`config.mk`:
```
export PLATFORM = sky130hd
export DESIGN_NAME = turbo_encoder_core_flat
export DESIGN_NICKNAME = d
export VERILOG_FILES = /design/src/rtl/turbo_encoder_core_pkg.sv /design/src/rtl/turbo_encoder_core_if.sv /design/src/rtl/turbo_encoder_core_rsc.sv /design/src/rtl/turbo_encoder_core.sv /design/src/flat_wrapper.sv
export SDC_FILE = /design/constraint.sdc
export NUM_CORES = 1
export LEC_CHECK = 0
export CORE_ASPECT_RATIO = 1.4
export CORE_MARGIN = 1
export CORE_UTILIZATION = 30
export DETAILED_ROUTE_END_ITERATION = 6
export MAX_ROUTING_LAYER = met4
export PLACE_DENSITY = 0.57
export SYNTH_ARGS = -nofsm -noshare
export SYNTH_HDL_FRONTEND = slang
export SYNTH_SLANG_ARGS = --single-unit
```
`constraint.sdc`:
```
create_clock -name clock -period 3.6 [get_ports clock]
set_clock_uncertainty 0.1 [all_clocks]
set_input_delay 0.9 -clock clock [delete_from_list [all_inputs] [get_ports clock]]
set_output_delay 0.9 -clock clock [all_outputs]
set_load 0.03 [all_outputs]
```
`src/rtl/turbo_encoder_core_pkg.sv`:
```
// Shared definitions for the runtime-configurable LTE turbo encoder:
// FSM encoding, block-size limits and constituent generator taps.
package turbo_pkg;

   localparam int K_MAX_DEF = 6144;
   localparam int K_MIN_DEF = 40;

   // Tap masks over the constituent state {s2, s1, s0}
   localparam logic [2:0] G0_TAPS = 3'b110;
   localparam logic [2:0] G1_TAPS = 3'b101;

   typedef enum logic [2:0] {
      IDLE   = 3'd0,
      ENCODE = 3'd1,
      TERM   = 3'd2,
      TAIL   = 3'd3
   } enc_state_t;

endpackage

```
`src/rtl/turbo_encoder_core_if.sv`:
```
// Handshake bundle between the interleaver front-end, the encoder core
// and the rate-matching stage.
interface turbo_encoder_core_if #(
   parameter int KW = 13
);
   logic          start;
   logic [KW-1:0] blk_k;
   logic          in_valid;
   logic          sys_bit;
   logic          int_bit;
   logic          in_ready;
   logic          out_valid;
   logic          out_ready;
   logic          d0;
   logic          d1;
   logic          d2;
   logic          out_last;

   modport master (
      output start, blk_k, in_valid, sys_bit, int_bit, out_ready,
      input  in_ready, out_valid, d0, d1, d2, out_last
   );

   modport slave (
      input  start, blk_k, in_valid, sys_bit, int_bit, out_ready,
      output in_ready, out_valid, d0, d1, d2, out_last
   );
endinterface

```
`src/rtl/turbo_encoder_core_rsc.sv`:
```
// Recursive systematic convolutional constituent (g0 = 1+D^2+D^3,
// g1 = 1+D+D^3) with trellis-termination mode.
module rsc_encoder
   import turbo_pkg::*;
(
   input  logic       clock,
   input  logic       reset,
   input  logic       u,
   input  logic       en,
   input  logic       term,
   input  logic       clr,
   output logic       x,
   output logic       z,
   output logic [2:0] s
);

   logic fb;
   logic a;

   // During termination the input equals the feedback, forcing a = 0
   always_comb begin
      fb = ^(s & G0_TAPS);
      x  = term ? fb : u;
      a  = x ^ fb;
      z  = a ^ (^(s & G1_TAPS));
   end

   always_ff @(posedge clock or negedge reset) begin
      if (!reset) begin
         s <= '0;
      end else if (clr) begin
         s <= '0;
      end else if (en) begin
         s <= {s[1:0], a};
      end
   end

endmodule

```
`src/rtl/turbo_encoder_core.sv`:
```
// Turbo encoder core: two RSC constituents, 3-step termination and a
// four-triple tail, with valid/ready flow control on both sides.
module turbo_encoder_core
   import turbo_pkg::*;
#(
   parameter int K_MAX = K_MAX_DEF,
   parameter int K_MIN = K_MIN_DEF,
   parameter int KW    = $clog2(K_MAX + 1)
) (
   input  logic                 clock,
   input  logic                 reset,
   turbo_encoder_core_if.slave  bus,
   output logic                 busy,
   output logic                 cfg_err,
   output logic [2:0]           state
);

   enc_state_t    cur_st;
   enc_state_t    nxt_st;
   logic [KW-1:0] k_reg;
   logic [KW-1:0] count;
   logic [1:0]    term_cnt;
   logic [2:0]    tail_cnt;
   logic [2:0]    tx1, tz1, tx2, tz2;
   logic          d0_q, d1_q, d2_q, valid_q, last_q;
   logic          k_ok, start_ok, in_ready, in_fire, tail_load, last_fire;
   logic          rsc_en, rsc_term;
   logic          x1, z1, x2, z2;
   logic [2:0]    s1, s2;
   logic [5:0]    rsc_state_unused;

   assign rsc_state_unused = {s1, s2};

   rsc_encoder u_rsc1 (
      .clock(clock), .reset(reset), .u(bus.sys_bit), .en(rsc_en),
      .term(rsc_term), .clr(start_ok), .x(x1), .z(z1), .s(s1)
   );

   rsc_encoder u_rsc2 (
      .clock(clock), .reset(reset), .u(bus.int_bit), .en(rsc_en),
      .term(rsc_term), .clr(start_ok), .x(x2), .z(z2), .s(s2)
   );

   always_ff @(posedge clock or negedge reset) begin
      if (!reset) begin
         cur_st <= IDLE;
      end else begin
         cur_st <= nxt_st;
      end
   end

   // Next state plus handshake and constituent control strobes
   always_comb begin
      nxt_st    = cur_st;
      k_ok      = (bus.blk_k >= KW'(K_MIN)) && (bus.blk_k <= KW'(K_MAX));
      start_ok  = (cur_st == IDLE) && bus.start && k_ok;
      in_ready  = (cur_st == ENCODE) && (!valid_q || bus.out_ready);
      in_fire   = in_ready && bus.in_valid;
      rsc_term  = (cur_st == TERM);
      rsc_en    = in_fire || rsc_term;
      tail_load = (cur_st == TAIL) && (tail_cnt < 3'd4) && (!valid_q || bus.out_ready);
      last_fire = (cur_st == TAIL) && valid_q && last_q && bus.out_ready;
      case (cur_st)
         IDLE:    if (start_ok) nxt_st = ENCODE;
         ENCODE:  if (in_fire && (count == k_reg - 1'b1)) nxt_st = TERM;
         TERM:    if (term_cnt == 2'd2) nxt_st = TAIL;
         TAIL:    if (last_fire) nxt_st = IDLE;
         default: nxt_st = IDLE;
      endcase
   end

   // Block bookkeeping, tail capture and the output holding register
   always_ff @(posedge clock or negedge reset) begin
      if (!reset) begin
         k_reg    <= '0;
         count    <= '0;
         term_cnt <= '0;
         tail_cnt <= '0;
         tx1      <= '0;
         tz1      <= '0;
         tx2      <= '0;
         tz2      <= '0;
         d0_q     <= 1'b0;
         d1_q     <= 1'b0;
         d2_q     <= 1'b0;
         valid_q  <= 1'b0;
         last_q   <= 1'b0;
         cfg_err  <= 1'b0;
      end else begin
         cfg_err <= (cur_st == IDLE) && bus.start && !k_ok;
         if (start_ok) begin
            k_reg    <= bus.blk_k;
            count    <= '0;
            term_cnt <= '0;
            tail_cnt <= '0;
         end
         if (in_fire) begin
            count <= count + 1'b1;
         end
         if (rsc_term) begin
            tx1[term_cnt] <= x1;
            tz1[term_cnt] <= z1;
            tx2[term_cnt] <= x2;
            tz2[term_cnt] <= z2;
            term_cnt      <= term_cnt + 2'd1;
         end
         if (in_fire) begin
            d0_q    <= bus.sys_bit;
            d1_q    <= z1;
            d2_q    <= z2;
            valid_q <= 1'b1;
            last_q  <= 1'b0;
         end else if (tail_load) begin
            case (tail_cnt[1:0])
               2'd0:    {d0_q, d1_q, d2_q} <= {tx1[0], tz1[0], tx1[1]};
               2'd1:    {d0_q, d1_q, d2_q} <= {tz1[1], tx1[2], tz1[2]};
               2'd2:    {d0_q, d1_q, d2_q} <= {tx2[0], tz2[0], tx2[1]};
               default: {d0_q, d1_q, d2_q} <= {tz2[1], tx2[2], tz2[2]};
            endcase
            valid_q  <= 1'b1;
            last_q   <= (tail_cnt == 3'd3);
            tail_cnt <= tail_cnt + 3'd1;
         end else if (bus.out_ready) begin
            valid_q <= 1'b0;
            last_q  <= 1'b0;
         end
      end
   end

   assign bus.in_ready  = in_ready;
   assign bus.out_valid = valid_q;
   assign bus.d0        = d0_q;
   assign bus.d1        = d1_q;
   assign bus.d2        = d2_q;
   assign bus.out_last  = last_q;
   assign busy          = (cur_st != IDLE);
   assign state         = cur_st;

endmodule

```
`src/flat_wrapper.sv`:
```
// flat-port wrapper written by rule: the top's interface ports become plain ports
module turbo_encoder_core_flat import turbo_pkg::*;
#(
   parameter int K_MAX = K_MAX_DEF,
   parameter int K_MIN = K_MIN_DEF,
   parameter int KW    = $clog2(K_MAX + 1)
)
  (clock, reset, busy, cfg_err, state, bus_start, bus_blk_k, bus_in_valid, bus_sys_bit, bus_int_bit, bus_out_ready, bus_in_ready, bus_out_valid, bus_d0, bus_d1, bus_d2, bus_out_last);
  turbo_encoder_core_if #(.KW(KW)) bus_i ();
  input  logic clock;
  input  logic reset;
  output logic busy;
  output logic cfg_err;
  output logic [2:0] state;
  input wire logic [$bits(bus_i.start)-1:0] bus_start;
  input wire logic [$bits(bus_i.blk_k)-1:0] bus_blk_k;
  input wire logic [$bits(bus_i.in_valid)-1:0] bus_in_valid;
  input wire logic [$bits(bus_i.sys_bit)-1:0] bus_sys_bit;
  input wire logic [$bits(bus_i.int_bit)-1:0] bus_int_bit;
  input wire logic [$bits(bus_i.out_ready)-1:0] bus_out_ready;
  output wire logic [$bits(bus_i.in_ready)-1:0] bus_in_ready;
  output wire logic [$bits(bus_i.out_valid)-1:0] bus_out_valid;
  output wire logic [$bits(bus_i.d0)-1:0] bus_d0;
  output wire logic [$bits(bus_i.d1)-1:0] bus_d1;
  output wire logic [$bits(bus_i.d2)-1:0] bus_d2;
  output wire logic [$bits(bus_i.out_last)-1:0] bus_out_last;
  assign bus_i.start = bus_start;
  assign bus_i.blk_k = bus_blk_k;
  assign bus_i.in_valid = bus_in_valid;
  assign bus_i.sys_bit = bus_sys_bit;
  assign bus_i.int_bit = bus_int_bit;
  assign bus_i.out_ready = bus_out_ready;
  assign bus_in_ready = bus_i.in_ready;
  assign bus_out_valid = bus_i.out_valid;
  assign bus_d0 = bus_i.d0;
  assign bus_d1 = bus_i.d1;
  assign bus_d2 = bus_i.d2;
  assign bus_out_last = bus_i.out_last;
  turbo_encoder_core #(.K_MAX(K_MAX), .K_MIN(K_MIN), .KW(KW)) u_core (.clock(clock), .reset(reset), .bus(bus_i), .busy(busy), .cfg_err(cfg_err), .state(state));
endmodule
```
==> metrics.csv <==
stage,metric,value,unit
grt,busiest_layer,met2,
synth,synth_fa_ha_area_frac,0.0539,
timing,tightest_slew,0.611,ns
synth,synth_area,3250,um2
grt,grtUsageMet3,0.0401,
synth,synth_seq_cells,57,
detailed_routing,ant_nets,0,
detailed_routing,vias,2611,
detailed_routing,drtIter0Drc,86,
floorplan,die_w,89.9,um
worst_setup_path,end_kind,primary output,
worst_setup_path,rr_endpoint,u_core.state[1],
floorplan,coreArea,10500,um2
detailed_routing,wirelength,8.00,mm
place,portBuffers,29,
synth,ys_async_sr_fraction,1.00,
worst_setup_path,cp-start-kind,primary input,
synth,synth_area_leaders,"dfrtp_1 (44%), ha_1 (5.4%), a21oi_1 (4.5%), nor2_1 (4.2%), o21ai_0 (4.2%)",
synth,yosysSeqAreaShare,0.439,
clock_network,h-tree-depth,3,
worst_setup_path,r2r_slack,0.56,ns
timing,post-route-min-period,3.40,ns
timing,rsz0062_at_grt,no,
grt,grt_max_degree,47,
synth,yosysMostFrequentCell,dfrtp_1,
clock_network,cts_root_buf,clkbuf_16,
worst_hold_path,hp-class,in -> async,
floorplan,io_pins,31,
synth,synthTopCellsByCount,"dfrtp_1 (57), nor2_1 (36), nand2_1 (34), a21oi_1 (29), o21ai_0 (27)",
synth,synthXorXnorAreaFrac,0.0705,
clock_network,cts.reportedPaths.clkPinSlew,0.05,ns
grt,grt-ovfl-total,0,
place,hpwl,5.96,mm
cells_and_area,drive_gt1_frac,0.123,
synth,synth_top_family_by_area,simple AND/OR/NAND/NOR gates,
synth,synth_edf_count,0,
timing,fin_tns_setup,0,ns
synth,synth_top_cell_area_share,0.439,
worst_setup_path,cpPeakStageDelay,0.67,ns
worst_setup_path,r2r_start,u_core.k_reg[3],
pwr,seqPwrFrac,0.320,
pwr,p_leak,1.68,nW
worst_setup_path,critPathSlowestCell,clkdlybuf4s50_1,
timing,hold_ws,0.333,ns
synth,synthMuxAreaShare,0.0543,
grt,grt_use_total,0.156,
worst_setup_path,crit_type,in -> out,
clock_network,insertion_delay,0.33,ns
detailed_routing,first_pass_iters,5,
synth,synth_nets,377,
pwr,swShare,0.377,
cells_and_area,instances_no_fill,519,
synth,syn_inst,343,
clock_network,cts_resized,0,
cells_and_area,fin_util,0.388,
cells_and_area,final_nets,410,
timing,setup_viol,0,
synth,avgSynthCellArea,9.47,um2
detailed_routing,drc,0,
clock_network,postCtsSetupBuffers,0,
pwr,internal_power,0.00229,W
cells_and_area,insertedDiodeCount,0,
synth,yosysWarnings,0,
pwr,powerDensity,906,nW/um2
status,run_status,"complete, no violations",
pwr,p_sw,0.00138,W
worst_setup_path,critPathMostFrequentCell,clkdlybuf4s50_1,
cells_and_area,area_delta_synth_final,24.9,%
synth,synth.distinct_cells,52,
place,gp_congestion,0.850,
synth,synth_compound_area_frac,0.154,
timing,fin_crit_sh,0.945,
clock_network,numCtsBuffers,9,
worst_setup_path,crit_start,bus_out_ready,
pwr,p_clk_frac,0.284,
worst_setup_path,reg2reg_depth,7,
floorplan,num_rows,44,
run,maxCapViolCount,0,
pwr,vdd.ir_drop.worst,0.365,mV
floorplan,dieHeight,125,um
clock_network,clock_path_buffers,2,
synth,ys.flop_type,dfrtp_1,
clock_network,cts_tree,built,
synth,synth-simple-area-share,0.193,
worst_setup_path,worstPathCellList,clkdlybuf4s50_1 > nand2b_1 > and2_1 > clkdlybuf4s50_1,
worst_setup_path,crit_arrival,2.40,ns
timing,finalHoldViolCount,0,
worst_setup_path,cp.required,2.60,ns
clock_network,cts_sinks,57,
synth,synthDominantAreaCellType,dfrtp_1,
place,dp.cells,503,
clock_network,ctsHoldBuffers,0,
floorplan,start_util,0.310,
grt,grt_first_pass_wirelength,13.2,mm
timing,relSlewSlack,0.593,
detailed_routing,routed_via_density,5.03,
grt,antenna_found_initial,0,
pwr,combinationalPowerShare,0.396,
floorplan,die-area,11200,um2
grt,gr-usage-met2,0.275,
timing,drv_slew,0,
cells_and_area,fill_cells,1051,
grt,grtUsageMet1,0.158,
timing,fmax,0.294,GHz
worst_setup_path,crit_path_max_fanout,4,
grt,grt_pass1_vias,2614,
detailed_routing,wl_per_cell,15.4,um
==> placed cells by master (no fill, tap or decap), drive strengths merged, types with 11 or more instances in the layout <==
cell type	count
nor2	36
ha	14
o21ai	30
inv	12
nand2	34
xor2	11
clkdlybuf4s50	28
mux2	13
xnor2	13
dfrtp	57
a21oi	29
==> metrics by stage <==
step                power, W  setup slack [ns]  instance area, um2
floorplan            0.00218             0.762                3250
CTS                  0.00371             0.188                4050
finish               0.00367             0.197                4050
global route         0.00392             0.129                4050
global placement     0.00261             0.223                3690
detailed placement   0.00265             0.192                3690
==> kinds of logic after synthesis <==
kind of cell               Yosys count
and+or+nand+nor                    122
AOI/OAI and AO/OA                   83
DFF                                 57
buffers and inverters               26
xor gates and xnor gates            24
muxes                               16
adders and majority gates           14
other                                1
==> worst max path at each step <==
stage | end | slack, ns | cells past startpoint
finish | bus_in_ready | 0.20 | 4
global route | bus_in_ready | 0.13 | 4
floorplan | u_core.k_reg[2] | 0.76 | 6
global placement | bus_in_ready | 0.22 | 4
detailed placement | bus_in_ready | 0.19 | 4
CTS | bus_in_ready | 0.19 | 4
==> critical path, delay by kind of cell <==
family                 cells  cell delay (ns)
and+or+nand+nor            2             0.33
buffers and inverters      2             1.17
==> metal layers <==
layer	share of wire	wire length, um	vias to the layer above
li1	-	-	1275
met1	0.41	3250	1273
met2	0.53	4270	45
met3	0.026	210	18
met4	0.034	272	0
met5	0	0	-
==> final cells by class <==
cell class / count / area [um2] / area share
Multi-Input combinational cell: 260 / 1710 / 0.423
Sequential cell: 57 / 1430 / 0.352
Timing Repair Buffer: 36 / 338 / 0.0833
Clock buffer: 10 / 229 / 0.0565
Tap cell: 138 / 173 / 0.0426
Clock inverter: 6 / 130 / 0.0321
Inverter: 12 / 45.0 / 0.0111
==> power groups by stage <==
stage	Sequential (W)	Clock (W)	Combinational [W]
global placement	0.00117	0	0.00143
global route	0.00121	0.00109	0.00162
detailed placement	0.00118	0	0.00146
finish	0.00117	0.00104	0.00146
floorplan	0.00115	0	0.00103
CTS	0.00117	0.00106	0.00147
Power figures use the tool's default switching activity.
